`config.mk`:
```
export PLATFORM = sky130hd
export DESIGN_NAME = gshare_branch_predictor
export DESIGN_NICKNAME = d
export VERILOG_FILES = /design/src/rtl/gshare_branch_predictor.sv
export SDC_FILE = /design/constraint.sdc
export NUM_CORES = 2
export LEC_CHECK = 0
export CAP_MARGIN = 20
export CORE_ASPECT_RATIO = 0.7
export CORE_MARGIN = 2
export CORE_UTILIZATION = 60
export CTS_CLUSTER_SIZE = 16
export DETAILED_ROUTE_END_ITERATION = 10
export PLACE_DENSITY = 0.81
export SETUP_SLACK_MARGIN = 0.15
export SLEW_MARGIN = 10
export SYNTH_ARGS = -nofsm -noshare
export SYNTH_HDL_FRONTEND = slang
export SYNTH_SLANG_ARGS = --single-unit
```
`constraint.sdc`:
```
create_clock -name clk -period 22.3 [get_ports clk]
set_input_delay 3.345 -clock clk [delete_from_list [all_inputs] [get_ports clk]]
set_output_delay 3.345 -clock clk [all_outputs]
set_load 0.01 [all_outputs]
```
`src/rtl/gshare_branch_predictor.sv`:
```
// Next-PC predictor: tagged BTB for targets plus a gshare PHT of 2-bit counters.
// Prediction is combinational from read_addr; EX resolution trains the tables and signals flushes.
module gshare_branch_predictor #(
  parameter int         XLEN        = 32,
  parameter int         BTB_ENTRIES = 32,
  parameter int         PHT_ENTRIES = 256,
  parameter int         HIST_BITS   = 8,
  parameter logic [1:0] CTR_INIT    = 2'b01
) (
  input  logic                           clk,
  input  logic                           reset,
  input  logic [XLEN-1:0]                read_addr,
  output logic [XLEN-1:0]                next_pc,
  output logic [$clog2(PHT_ENTRIES)-1:0] pred_pht_idx,
  input  logic                           upd_valid,
  input  logic [XLEN-1:0]                upd_pc,
  input  logic [XLEN-1:0]                upd_pred_pc,
  input  logic [$clog2(PHT_ENTRIES)-1:0] upd_pht_idx,
  input  logic                           upd_is_branch,
  input  logic                           upd_is_jump,
  input  logic                           upd_taken,
  input  logic [XLEN-1:0]                upd_target,
  output logic                           is_flush,
  output logic [XLEN-1:0]                flush_pc,
  output logic [31:0]                    mispredict_cnt
);

  localparam int BTB_W = $clog2(BTB_ENTRIES);
  localparam int PHT_W = $clog2(PHT_ENTRIES);
  localparam int TAG_W = XLEN - BTB_W - 2;
  localparam int GHR_W = (HIST_BITS > 0) ? HIST_BITS : 1;

  logic [BTB_ENTRIES-1:0] r_btb_valid;
  logic [BTB_ENTRIES-1:0] r_btb_jump;
  logic [TAG_W-1:0]       r_btb_tag    [BTB_ENTRIES];
  logic [XLEN-1:0]        r_btb_target [BTB_ENTRIES];
  logic [1:0]             r_pht        [PHT_ENTRIES];
  logic [GHR_W-1:0]       r_ghr;
  logic [31:0]            r_mispredict_cnt;

  logic [BTB_W-1:0] w_rd_btb_idx;
  logic [PHT_W-1:0] w_rd_pht_idx;
  logic [PHT_W-1:0] w_ghr_ext;
  logic [GHR_W-1:0] w_ghr_next;
  logic             w_hit;
  logic             w_take;
  logic [XLEN-1:0]  w_actual;
  logic             w_flush;
  logic [BTB_W-1:0] w_upd_btb_idx;
  logic [TAG_W-1:0] w_upd_tag;
  logic [1:0]       w_ctr;
  logic [1:0]       w_ctr_next;
  logic             w_btb_wr;
  logic             w_btb_inv;

  // With no history the GHR is a dead constant and the PHT degenerates to bimodal.
  generate
    if (HIST_BITS == 0) begin : g_no_hist
      assign w_ghr_ext  = '0;
      assign w_ghr_next = r_ghr;
    end else if (HIST_BITS == 1) begin : g_hist1
      assign w_ghr_ext  = PHT_W'(r_ghr);
      assign w_ghr_next = upd_taken;
    end else begin : g_hist
      assign w_ghr_ext  = PHT_W'(r_ghr);
      assign w_ghr_next = {r_ghr[GHR_W-2:0], upd_taken};
    end
  endgenerate

  assign w_rd_btb_idx = read_addr[BTB_W+1:2];
  assign w_rd_pht_idx = read_addr[PHT_W+1:2] ^ w_ghr_ext;
  assign w_hit        = r_btb_valid[w_rd_btb_idx] &&
                        (r_btb_tag[w_rd_btb_idx] == read_addr[XLEN-1:BTB_W+2]);
  assign w_take       = !reset && w_hit &&
                        (r_btb_jump[w_rd_btb_idx] || r_pht[w_rd_pht_idx][1]);
  assign next_pc      = w_take ? r_btb_target[w_rd_btb_idx] : read_addr + XLEN'(4);
  assign pred_pht_idx = w_rd_pht_idx;

  assign w_actual = upd_taken ? upd_target : upd_pc + XLEN'(4);
  assign w_flush  = upd_valid && !reset && (w_actual != upd_pred_pc);
  assign is_flush = w_flush;
  assign flush_pc = w_actual;
  assign mispredict_cnt = r_mispredict_cnt;

  assign w_upd_btb_idx = upd_pc[BTB_W+1:2];
  assign w_upd_tag     = upd_pc[XLEN-1:BTB_W+2];
  assign w_ctr         = r_pht[upd_pht_idx];
  assign w_ctr_next    = upd_taken ? ((w_ctr == 2'd3) ? 2'd3 : w_ctr + 2'd1)
                                   : ((w_ctr == 2'd0) ? 2'd0 : w_ctr - 2'd1);
  assign w_btb_wr      = upd_valid && (upd_is_branch || upd_is_jump) && upd_taken;
  // A non-control instruction that was predicted taken hit a stale or aliased entry.
  assign w_btb_inv     = upd_valid && !upd_is_branch && !upd_is_jump && w_flush;

  always_ff @(posedge clk or posedge reset) begin
    if (reset) begin
      r_btb_valid      <= '0;
      r_ghr            <= '0;
      r_mispredict_cnt <= '0;
      for (int i = 0; i < PHT_ENTRIES; i++) r_pht[i] <= CTR_INIT;
    end else begin
      if (upd_valid && upd_is_branch) begin
        r_pht[upd_pht_idx] <= w_ctr_next;
        r_ghr              <= w_ghr_next;
      end
      if (w_btb_wr)       r_btb_valid[w_upd_btb_idx] <= 1'b1;
      else if (w_btb_inv) r_btb_valid[w_upd_btb_idx] <= 1'b0;
      if (w_flush) r_mispredict_cnt <= r_mispredict_cnt + 32'd1;
    end
  end

  // Payload fields are only meaningful behind a valid bit, so they carry no reset.
  always_ff @(posedge clk) begin
    if (w_btb_wr) begin
      r_btb_tag[w_upd_btb_idx]    <= w_upd_tag;
      r_btb_target[w_upd_btb_idx] <= upd_target;
      r_btb_jump[w_upd_btb_idx]   <= upd_is_jump;
    end
  end

endmodule

```
# ---- Word level (Yosys, flattened, before mapping)
# Memory sizes are Yosys's and may differ from the RTL's.
# Cells that the tools add are included.
dict set report totals {
  ram_bits 1824
  memories 2
  regBits 616
  output_inout_bits 105
}
# name words width read_ports rd_ports_with_merged_regs write_ports line
set mem_list {}
lappend mem_list {r_btb_target 32 32 1 0 1 36} ;# logic [XLEN-1:0] r_btb_target [BTB_ENTRIES];
lappend mem_list {r_btb_tag 32 25 1 0 1 35} ;# logic [TAG_W-1:0] r_btb_tag [BTB_ENTRIES];
dict set report classes {
  n_lt_le_gt_ge 6
  eq_ne 3
  n_reduce_logical 20
  muxes 25
  n_addsub 5
  bitwise 6
}
# op count
set ops {}
lappend ops {{$bwmux W512} 1}
lappend ops {{$mux W32} 4}
lappend ops {{$add A32 B3 Y32 const B} 2}
lappend ops {{$add A32 B1 Y32 const B} 1}
lappend ops {{$and A32 B32 Y32} 1}
lappend ops {{$bmux W2 S8} 2}
lappend ops {{$bwmux W32} 1}
lappend ops {{$ne A32 B32 Y1} 1}
lappend ops {{$not A32 Y32} 1}
lappend ops {{$or A32 B32 Y32} 1}
lappend ops {{$eq A25 B25 Y1} 1}
lappend ops {{$ge A9 B9 Y1 const B} 2}
lappend ops {{$not A8 Y9} 2}
lappend ops {{$demux W2 S8} 1}
lappend ops {{$mux W2} 8}
lappend ops {{$logic_and A1 B1 Y1} 13}
lappend ops {{$lt A5 B6 Y1 const B} 2}
lappend ops {{$bmux W1 S5} 2}
lappend ops {{$lt A9 B1 Y1 const B} 1}
lappend ops {{$xor A8 B8 Y8} 1}
lappend ops {{$demux W1 S5} 1}
lappend ops {{$ge A5 B1 Y1 const B} 1}
lappend ops {{$mux W1} 5}
lappend ops {{$logic_not A1 Y1} 3}
lappend ops {{other kinds (6)} 7}

# ---- Logic depth before layout (Yosys ltp)
dict set report depth {
  depth_word 8
  ltp_mapped 17
  depth_no_buf 11
}

# ---- Worst setup path before layout
# No wires, ideal clock.
dict set report synth_timing {
  kind {input -> output}
  from {input port read_addr[2]}
  to {output port next_pc[24]}
  arrival_ns 6.594
  setup_slack_ns 12.361
  cell_stages 12
  n_path_buf 8
  path_cell_list {buf_2 -> buf_4 -> buf_4 -> buf_4 -> buf_4 -> buf_2 -> buf_1 -> buf_2 -> mux4_2 -> mux4_2 -> mux2i_1 -> mux2i_1}
}
dict set report synth_between {
  elab_chain_len 8
  word_cells_on_any_way 18
  classes_between {add/sub (1); eq/ne (1); mux (8); bitwise (2); reduce/logical (4); memory (2)}
}
# item line
set synth_lines {}
lappend synth_lines {{from (decl)} 12} ;# input logic [XLEN-1:0] read_addr,
lappend synth_lines {{$xor A8 B8 Y8} 71} ;# assign w_rd_pht_idx = read_addr[PHT_W+1:2] ^ w_ghr_ext;
lappend synth_lines {{$not A8 Y9 (implied by the code)} 75} ;# (r_btb_jump[w_rd_btb_idx] || r_pht[w_rd_pht_idx][1]);
lappend synth_lines {{$bmux W2 S8} 75}
lappend synth_lines {{$mux W2 (implied by the code) (2 in a row)} 75}
lappend synth_lines {{$logic_or A1 B1 Y1} 75}
lappend synth_lines {{$logic_and A1 B1 Y1} 74} ;# assign w_take = !reset && w_hit &&
lappend synth_lines {{$mux W32 *} 76} ;# assign next_pc = w_take ? r_btb_target[w_rd_btb_idx] : read_addr + XLEN'(4);
lappend synth_lines {{to (decl)} 13} ;# output logic [XLEN-1:0] next_pc,
# Every way passes the cells marked *; elsewhere a longest branch is shown, timed or not. The select of a mux whose other input is x is not followed.

# ---- Worst setup path after layout
dict set report layout_timing {
  from {input port read_addr[2]}
  to {output port next_pc[1]}
}
# Same word-level chain as after synthesis.

==> impl_metrics.json <==
{
  "postCtsSetupBuffers": 0,
  "gp_congestion": 0.9527,
  "async_reset_ff_share_pct": 23.93,
  "hp-start": "mispredict_cnt[31]$_DFFE_PP0P_",
  "holdBufCountCts": 0,
  "slowest_stage": "or3b_2",
  "drive_gt1_share_pct": 27.10,
  "via_per_inst": 7.413,
  "worstSetupPathType": "input pin to output pin",
  "cp_max_fo": 61,
  "area_growth_pct": 11.87,
  "start_util_pct": 60.17,
  "layout_commonest_cell": "edfxtp_1",
  "wire_per_inst_um": 35.94,
  "status": "finished clean",
  "r2r.worst_path.cells": 9,
  "drc": 0,
  "p_leak_uw": 0.03886,
  "layout_common_cells": "edfxtp_1, mux4_2, a21oi_1",
  "worstSetupStartpointType": "input pin",
  "grt-ovfl-total": 0,
  "ios": 247,
  "slew_viol_final": 0,
  "clk_latency_ns": 0.88,
  "crit_path_end_kind": "output pin",
  "grt_use_total_pct": 35.45,
  "slew_headroom_pct": 14.75,
  "min_to": "mispredict_cnt[31]$_DFFE_PP0P_",
  "cp_cell_sequence": "buf_8, buf_4, or3b_2, o221ai_1, a211oi_1, a21oi_1, xnor2_1, nand4_1, or4_1, nor4_4, buf_4, mux2_2, clkdlybuf4s50_1",
  "yosysWarnings": 0,
  "syn_inst": 6043,
  "grt_pass1_vias": 63134,
  "syn_avg_cell_area_um2": 17.27,
  "fin_crit_sh_pct": 57.57,
  "hold_class": "register to register",
  "cts_tree": "done",
  "final_area_um2": 116700,
  "placementRows": 128,
  "cpPeakStageDelay_ns": 0.94,
  "crit_required_ns": 18.95,
  "grt_max_degree": 212,
  "clock_path_buffers": 3,
  "reg2reg_from": "r_pht[329]$_DFFE_PP0P_",
  "netlist.area_leader.share_pct": 53.40,
  "synth_largest_area_cell": "edfxtp_1",
  "post-route-min-period_ns": 12.84,
  "worst_ir_drop_vdd_uv": 110.2,
  "synth_ff_type": "edfxtp_1",
  "rrSetupSlack_ns": 16.48,
  "mappedNetlistArea_um2": 104400,
  "synth-edff-count": 1856,
  "die_x_um": 502.5,
  "maxCapViolCount": 0,
  "fp.dieH_um": 352.9,
  "whs_ns": 0.4726,
  "power.density_nw_per_um2": 82.40,
  "cp.arrival_ns": 9.49,
  "cts-root-buf": "clkbuf_16",
  "place_area_um2": 109500,
  "port_buffers": 246,
  "finalHoldViolCount": 0,
  "synth_nets": 6191,
  "rsz0062_at_grt": "no",
  "path_clk_slew_ns": 0.07,
  "nets": 6371,
  "setup_violations": 0,
  "ys_top_cells_by_area": "edfxtp_1, mux4_2, dfrtp_1",
  "drt_first_pass_iters": 10,
  "cts-buffers-inserted": 209,
  "design.die.area_um2": 177300,
  "cts_max_level": 4,
  "core_area_um2": 173400,
  "drt_iter0_markers": 12162,
  "wirelength_mm": 314.4,
  "vias": 64852,
  "grt_pass1_wl_mm": 449.7,
  "cts_resized": 0,
  "place_hpwl_mm": 168.8,
  "r2r-end": "r_pht[173]$_DFFE_PP0P_",
  "min_path_cells": 1,
  "skew_ns": 0.05741,
  "finalSetupTns_ns": 0,
  "synth_cell_type_count": 74,
  "ys_seq_elements": 2440,
  "synth-seq-area-share_pct": 67.71,
  "ant_nets": 0,
  "tightest_slew_ns": 1.274,
  "crit_top_cell": "buf_4",
  "clock_sinks": 2440,
  "antenna_found_initial": 15,
  "fmax_ghz": 0.07790
}
[report_power, final]
group / switching [µW] / total (µW) / internal [µW]
Clock: 1750 / 3760 / 2020
Combinational: 522 / 832 / 310
Sequential: 49.5 / 5030 / 4980
Total: 2320 / 9620 / 7300
[sequential cells by signal (all words and copies together) (netlist names), named ones only]
signal	count
r_pht	512
mispredict_cnt	32
r_ghr	8
r_btb_jump	32
r_btb_tag	800
r_btb_target	1024
[kinds of logic after synthesis]
| family | count (synthesis) | share of synthesized area, % |
|---|---|---|
| muxes | 888 | 17.02 |
| and+or+nand+nor | 763 | 3.430 |
| adders and majority gates | 8 | 0.09231 |
| AOI/OAI and AO/OA | 1284 | 8.200 |
| xor gates and xnor gates | 153 | 1.304 |
| buffers and inverters | 507 | 2.241 |
| DFF | 2440 | 67.71 |
[synthesized netlist by cell type, types with 26 or more instances]
cell type	count
xnor2_1	101
buf_1	29
o31ai_1	88
buf_4	27
dfrtp_1	328
edfxtp_1	1856
a211oi_1	26
clkbuf_1	289
nand2_1	222
a22oi_1	48
mux2i_1	168
nor3_1	52
o31ai_2	138
xor2_1	50
buf_6	26
and3_1	38
dfstp_2	256
a31oi_1	228
a21oi_1	329
o21ai_0	293
a21o_1	30
mux4_2	708
nand3_1	97
buf_2	111
nand4_1	42
nor2_1	211
[critical path, delay by kind of cell]
family | cells | cell delay, ns
and+or+nand+nor | 4 | 2.05
xor gates and xnor gates | 1 | 0.52
AOI/OAI and AO/OA | 3 | 0.75
muxes | 1 | 0.40
buffers and inverters | 4 | 2.30
[routing by layer]
| metal | track usage, % | vias to the layer above | share of wire (%) |
|---|---|---|---|
| li1 | - | 24852 | - |
| met1 | 49.39 | 32845 | 34 |
| met2 | 52.25 | 6029 | 45 |
| met3 | 10.80 | 1118 | 15 |
| met4 | 15.96 | 8 | 5.5 |
| met5 | 0 | - | 0.016 |
[worst max path at each step]
stage / from / end / slack, ns / depth (start not counted)
floorplan: reset / asynchronous set/reset pin / 3.04 / 1
detailed placement: read_addr[2] / next_pc[0] / 9.61 / 14
CTS: read_addr[2] / next_pc[1] / 9.58 / 14
global placement: read_addr[2] / next_pc[3] / 9.74 / 14
finish: read_addr[2] / next_pc[1] / 9.46 / 13
global route: read_addr[2] / next_pc[7] / 9.09 / 15
[metrics by stage]
stage	setup slack [ns]	instances	total power, µW	utilization, %
floorplan	3.037	6043	5578	-
finish	9.463	8749	9620	67.31
global placement	9.741	8327	5884	63.06
detailed placement	9.613	8335	5910	63.15
global route	9.090	8747	9820	67.31
CTS	9.577	8725	9596	67.18
[final cells by class]
type,instances,area [µm²]
clock buffer,266,5634
timing repair buffer,451,4228
tap,2340,2928
clock inverter,124,1364
multi-input combinational,3096,31810
sequential,2440,70670
inverter,25,103.9
fill,10597,56700
antenna,7,17.52
(Power assumes the default switching activity.)
